**config.mk**
```make
export PLATFORM = sky130hd
export DESIGN_NAME = seven_seg_scanner
export DESIGN_NICKNAME = d
export VERILOG_FILES = /design/src/rtl/seven_seg_scanner.sv
export SDC_FILE = /design/constraint.sdc
export NUM_CORES = 1
export LEC_CHECK = 0
export CAP_MARGIN = 0
export CORE_MARGIN = 5
export CORE_UTILIZATION = 60
export CTS_BUF_LIST = sky130_fd_sc_hd__clkbuf_2 sky130_fd_sc_hd__clkbuf_4 sky130_fd_sc_hd__clkbuf_8
export DETAILED_ROUTE_END_ITERATION = 7
export DONT_BUFFER_PORTS = 1
export GPL_ROUTABILITY_DRIVEN = 0
export HOLD_SLACK_MARGIN = 0.15
export MAX_ROUTING_LAYER = met4
export PLACE_DENSITY = 0.73
export SETUP_SLACK_MARGIN = 0.15
export SLEW_MARGIN = 10
export SYNTH_ARGS = -nofsm -noshare
export SYNTH_HDL_FRONTEND = slang
export SYNTH_SLANG_ARGS = --single-unit
```
**constraint.sdc**
```tcl
create_clock -name clk_i -period 3 [get_ports clk_i]
set_input_delay 0.15 -clock clk_i [delete_from_list [all_inputs] [get_ports clk_i]]
set_output_delay 0.15 -clock clk_i [all_outputs]
set_load 0.1 [all_outputs]
```
**src/rtl/seven_seg_scanner.sv**
```systemverilog
// seven_seg_scanner
// Time-multiplexed driver for an eight-digit common-anode seven-segment
// display. A prescaler divides clk_i down to one digit slot every CLK_DIV
// cycles. A 3-bit index scans the digits 0..7. A frame is one full pass over
// all eight digits.
//
// New values are staged in a pending register. They reach the display only at
// a frame boundary, so a frame never shows a torn mix of two numbers.
//
// Ports
//   clk_i      : single clock, rising edge
//   rst_i      : synchronous active-high reset
//   number_i   : eight hex nibbles, nibble k drives digit k
//   load_i     : write strobe for number_i
//   mask_i     : per-digit enable, 1 = digit on
//   hex_led_o  : segments, active-low, bit 0 = a ... bit 6 = g (registered)
//   hex_sel_o  : digit anodes, active-low, at most one low (registered)
//   frame_o    : one-cycle pulse the cycle after each frame boundary
//
// Optional feature
//   SEVEN_SEG_LEADING_ZERO_BLANK_EN : when defined, leading zero digits 7..1
//   are turned off. Digit 0 is never blanked.

module seven_seg_scanner #(
  parameter int CLK_DIV = 100000
) (
  input  logic        clk_i,
  input  logic        rst_i,
  input  logic [31:0] number_i,
  input  logic        load_i,
  input  logic [7:0]  mask_i,
  output logic [6:0]  hex_led_o,
  output logic [7:0]  hex_sel_o,
  output logic        frame_o
);

  localparam int CNT_W = (CLK_DIV <= 2) ? 1 : $clog2(CLK_DIV);
  localparam logic [CNT_W-1:0] PRESC_LAST = CNT_W'(CLK_DIV - 1);

  logic [CNT_W-1:0] presc;
  logic [2:0]       idx;
  logic [31:0]      pend_reg;
  logic             pend_flag;
  logic [31:0]      disp_reg;

  logic             tick;
  logic             boundary;
  logic [3:0]       cur_nib;
  logic [7:0]       blank;
  logic             digit_on;
  logic [7:0]       sel_next;
  logic [6:0]       led_next;

  function automatic logic [6:0] seg_decode(input logic [3:0] nib);
    logic [6:0] seg;
    case (nib)
      4'h0:    seg = 7'b1000000;
      4'h1:    seg = 7'b1111001;
      4'h2:    seg = 7'b0100100;
      4'h3:    seg = 7'b0110000;
      4'h4:    seg = 7'b0011001;
      4'h5:    seg = 7'b0010010;
      4'h6:    seg = 7'b0000010;
      4'h7:    seg = 7'b1111000;
      4'h8:    seg = 7'b0000000;
      4'h9:    seg = 7'b0010000;
      4'hA:    seg = 7'b0001000;
      4'hB:    seg = 7'b0000011;
      4'hC:    seg = 7'b1000110;
      4'hD:    seg = 7'b0100001;
      4'hE:    seg = 7'b0000110;
      default: seg = 7'b0001110;
    endcase
    return seg;
  endfunction

  assign tick     = (presc == PRESC_LAST);
  assign boundary = tick && (idx == 3'd7);
  assign cur_nib  = disp_reg[{idx, 2'b00} +: 4];

  // Scan downward from digit 7. A digit is blanked while every nibble from
  // it up to digit 7 is zero. Digit 0 is left out so that zero still shows.
  always_comb begin
    blank = '0;
`ifdef SEVEN_SEG_LEADING_ZERO_BLANK_EN
    begin
      logic zero_run;
      zero_run = 1'b1;
      for (int k = 7; k >= 1; k--) begin
        zero_run = zero_run & (disp_reg[4*k +: 4] == 4'h0);
        blank[k] = zero_run;
      end
    end
`endif
  end

  always_comb begin
    digit_on = mask_i[idx] & ~blank[idx];
    sel_next = 8'hFF;
    led_next = 7'h7F;
    if (digit_on) begin
      sel_next = ~(8'b1 << idx);
      led_next = seg_decode(cur_nib);
    end
  end

  always_ff @(posedge clk_i) begin
    if (rst_i) begin
      presc <= '0;
      idx   <= '0;
    end else if (tick) begin
      presc <= '0;
      idx   <= idx + 3'd1;
    end else begin
      presc <= presc + 1'b1;
    end
  end

  // A load that lands exactly on the boundary bypasses the pending stage.
  // Otherwise the newest pending value is promoted at the boundary.
  always_ff @(posedge clk_i) begin
    if (rst_i) begin
      pend_reg  <= '0;
      pend_flag <= 1'b0;
      disp_reg  <= '0;
    end else begin
      if (load_i) begin
        pend_reg <= number_i;
      end
      if (boundary) begin
        pend_flag <= 1'b0;
        if (load_i) begin
          disp_reg <= number_i;
        end else if (pend_flag) begin
          disp_reg <= pend_reg;
        end
      end else if (load_i) begin
        pend_flag <= 1'b1;
      end
    end
  end

  always_ff @(posedge clk_i) begin
    if (rst_i) begin
      hex_sel_o <= 8'hFF;
      hex_led_o <= 7'h7F;
      frame_o   <= 1'b0;
    end else begin
      hex_sel_o <= sel_next;
      hex_led_o <= led_next;
      frame_o   <= boundary;
    end
  end

endmodule

```
==> flow_summary.yaml <==
worst_setup_path:
  critical_path_required_ns: 3.29
  cp.arrival_ns: 2.83
  critPathLaunchType: "register"
  path_max_fanout: 20
  cp-end-kind: "register"
  r2r_start: "idx[0]$_SDFFE_PP0P_"
  r2r_cells: 8
  rr_endpoint: "disp_reg[12]$_SDFFE_PP0P_"
  ff2ff_setup_slack_ns: 0.46
  worstSetupPathType: "register to register"
synthesis:
  synth-async-reset-ratio_pct: 0
  yosysTopAreaCell: "dfxtp_1"
  ys_ff_latch: 101
  ys_top_cells_by_count: "101 x dfxtp_1, 62 x nand2_1, 45 x nor2_1"
  synthCells: 442
  ys_seq_area_share_pct: 47.5
  avgSynthCellArea_um2: 9.64
  synth_nets: 497
  synth.cell_area_um2: 4260
  netlist.area_leader.share_pct: 47.5
  synth_edf_count: 0
  synth-warning-count: 0
  synth.area.top_cells: "dfxtp_1 47%, mux2i_1 6.8%, nand2_1 5.5%"
  yosysMostFrequentCell: "dfxtp_1"
  synth_flop_cell: "dfxtp_1"
  ys_types: 48
die:
  die-height_um: 94.3
  die_x_um: 94.3
  start_util_pct: 62.0
  die_area_um2: 8880
  coreArea_um2: 6870
  io_pins: 59
  fp-row-count: 30
clock_network:
  cts_root_buffer: "clkbuf_8"
  clk_pin_slew_ns: 0.09
  clkSinkCount: 101
  insertion_delay_ns: 0.35
  cts_setup_buffers: 0
  cts-buffers-inserted: 9
  cts_max_level: 3
  tritoncts: "done"
  clockBufferDepth: 2
timing:
  fmax_mhz: 393
  finClkSkew_ns: 0.0110
  hold_violations: 0
  setup-tns-final_ns: 0
  grt_setup_unrepaired: "no"
  fin_crit_ns: 2.54
  period_share_pct: 84.8
  finalSetupViolCount: 0
  slew_headroom_pct: 31.2
  drv_slew: 0
  worst_pin_slew_ns: 1.03
  layout_setup_ws_ns: 0.457
pwr:
  leakage_nw: 1.91
  vdd_drop_max_uv: 448
  p_per_area_nw_per_um2: 483
route:
  routed_wl_um: 8520
  vias: 3156
  wl_met2_um: 4300
  drt-met1-wl_um: 3740
  drtPass1Iterations: 4
  vias_per_cell: 5.44
  ant_nets: 0
  first_iter_violations: 131
  routed.top_layer: "met4"
  drc: 0
  drt-wirelength-per-cell_um: 14.7
  wl_met3_um: 332
layout:
  final_util_pct: 72.8
  nNetsFinal: 535
  areaGrowthSynthToFinish_pct: 17.4
  drive_gt1_share_pct: 9.50
  n_antenna_cell: 0
place:
  dpl.hpwl_um: 5550
  dp_slack_ns: 0.523
  numPortBuffers: 0
worst_hold_path:
  min_path_type: "primary input to register"
  min_to: "disp_reg[6]$_SDFFE_PP0P_"
  whs_path_depth: 3
  min_from: "load_i"
global_routing:
  grt_pass1_vias: 3040
  grt_max_degree: 73
  grt.total_usage_pct: 20.6
  overflow: 0
  grt_pass1_wl_um: 14200
  antenna_found_initial: 0
run:
  maxCapViolations: 0
outcome:
  outcome: "finished clean"
[kinds of logic after synthesis]
| logic type | after synthesis | share of synthesized area, % |
|---|---|---|
| AO/OA/AOI/OAI | 52 | 7.17 |
| multiplexers | 53 | 15.6 |
| adder cells (fa/ha/maj) | 12 | 3.53 |
| buffers and inverters | 35 | 3.64 |
| AND/OR/NAND/NOR | 173 | 19.3 |
| flip-flops | 101 | 47.5 |
| XOR/XNOR | 16 | 3.29 |
[worst max-delay path, cell delays in order (launching register included)]
cell and delay (ns):
dfxtp_1 0.41, buf_4 0.25, ha_1 0.21, ha_1 0.22
o21ai_0 0.12, buf_4 0.21, or3_1 0.35, dlygate4sd3_1 0.56
a21oi_1 0.13
[layout make-up]
class                      count  area [µm²]
inverter                       9        36.3
clock inverter                 4        56.3
clock buffer                  11         139
timing repair buffer          53         543
sequential                   101        2020
tap                           96         120
fill                         521        1870
multi-input combinational    306        2080
[power by group]
| part | total, W | leakage, nW | switching (W) | internal (W) |
|---|---|---|---|---|
| clock | 0.000838 | 0.101 | 0.000431 | 0.000408 |
| combinational | 0.000156 | 0.985 | 0.0000660 | 0.0000897 |
| sequential | 0.00142 | 0.823 | 0.0000480 | 0.00137 |
| total | 0.00242 | 1.91 | 0.000545 | 0.00187 |
[cell usage in the layout (no fill, tap or decap), types with 3 or more instances in the layout]
master         count
nand3_1            7
xnor2_1            8
dfxtp_1          101
mux2i_1           29
nor3_1             5
dlygate4sd3_1     45
o221ai_1           3
nor2b_1           14
inv_1              7
nand4_1            3
buf_4              6
nand2_1           62
mux4_2             5
mux2_2            13
nor2_1            45
xor2_1             8
clkbuf_8           9
a21oi_1           35
mux4_1             3
nor3b_1            3
ha_1              12
nor4_1             3
or3_1             21
[worst max-delay path by stage]
stage | start | to | slack [ns] | cells past startpoint
CTS | idx[0]$_SDFFE_PP0P_ | disp_reg[9]$_SDFFE_PP0P_ | 0.45 | 8
floorplan | idx[0]$_SDFFE_PP0P_ | hex_led_o[0]$_SDFF_PP1_ | 0.79 | 7
global placement | idx[0]$_SDFFE_PP0P_ | hex_led_o[3]$_SDFF_PP1_ | 0.65 | 8
finish | idx[0]$_SDFFE_PP0P_ | disp_reg[12]$_SDFFE_PP0P_ | 0.46 | 8
detailed placement | idx[0]$_SDFFE_PP0P_ | hex_led_o[3]$_SDFF_PP1_ | 0.52 | 8
global route | idx[0]$_SDFFE_PP0P_ | hex_led_o[3]$_SDFF_PP1_ | 0.28 | 8
[routing by layer]
layer	GRT usage, %	up-vias
met4	5.78	0
met5	-	-
met2	34.3	71
li1	-	1591
met1	25.0	1481
met3	4.97	13
[repair_timing]
item	4_1_cts	5_1_grt
hold buffers	47	0
endpoints found under the hold margin	84	0
gates resized for setup	0	0
[stage by stage]
stage                     instances  total power [W]  cell area [µm²]  hold WS [ns]
after global placement          518          0.00153             4310         0.228
after global routing            580          0.00252             5000         0.213
final                           580          0.00242             5000         0.182
after detailed placement        518          0.00153             4310         0.232
after CTS                       580          0.00244             5000         0.158
after floorplan                 442          0.00154             4260         0.308
(Power assumes the default switching activity.)
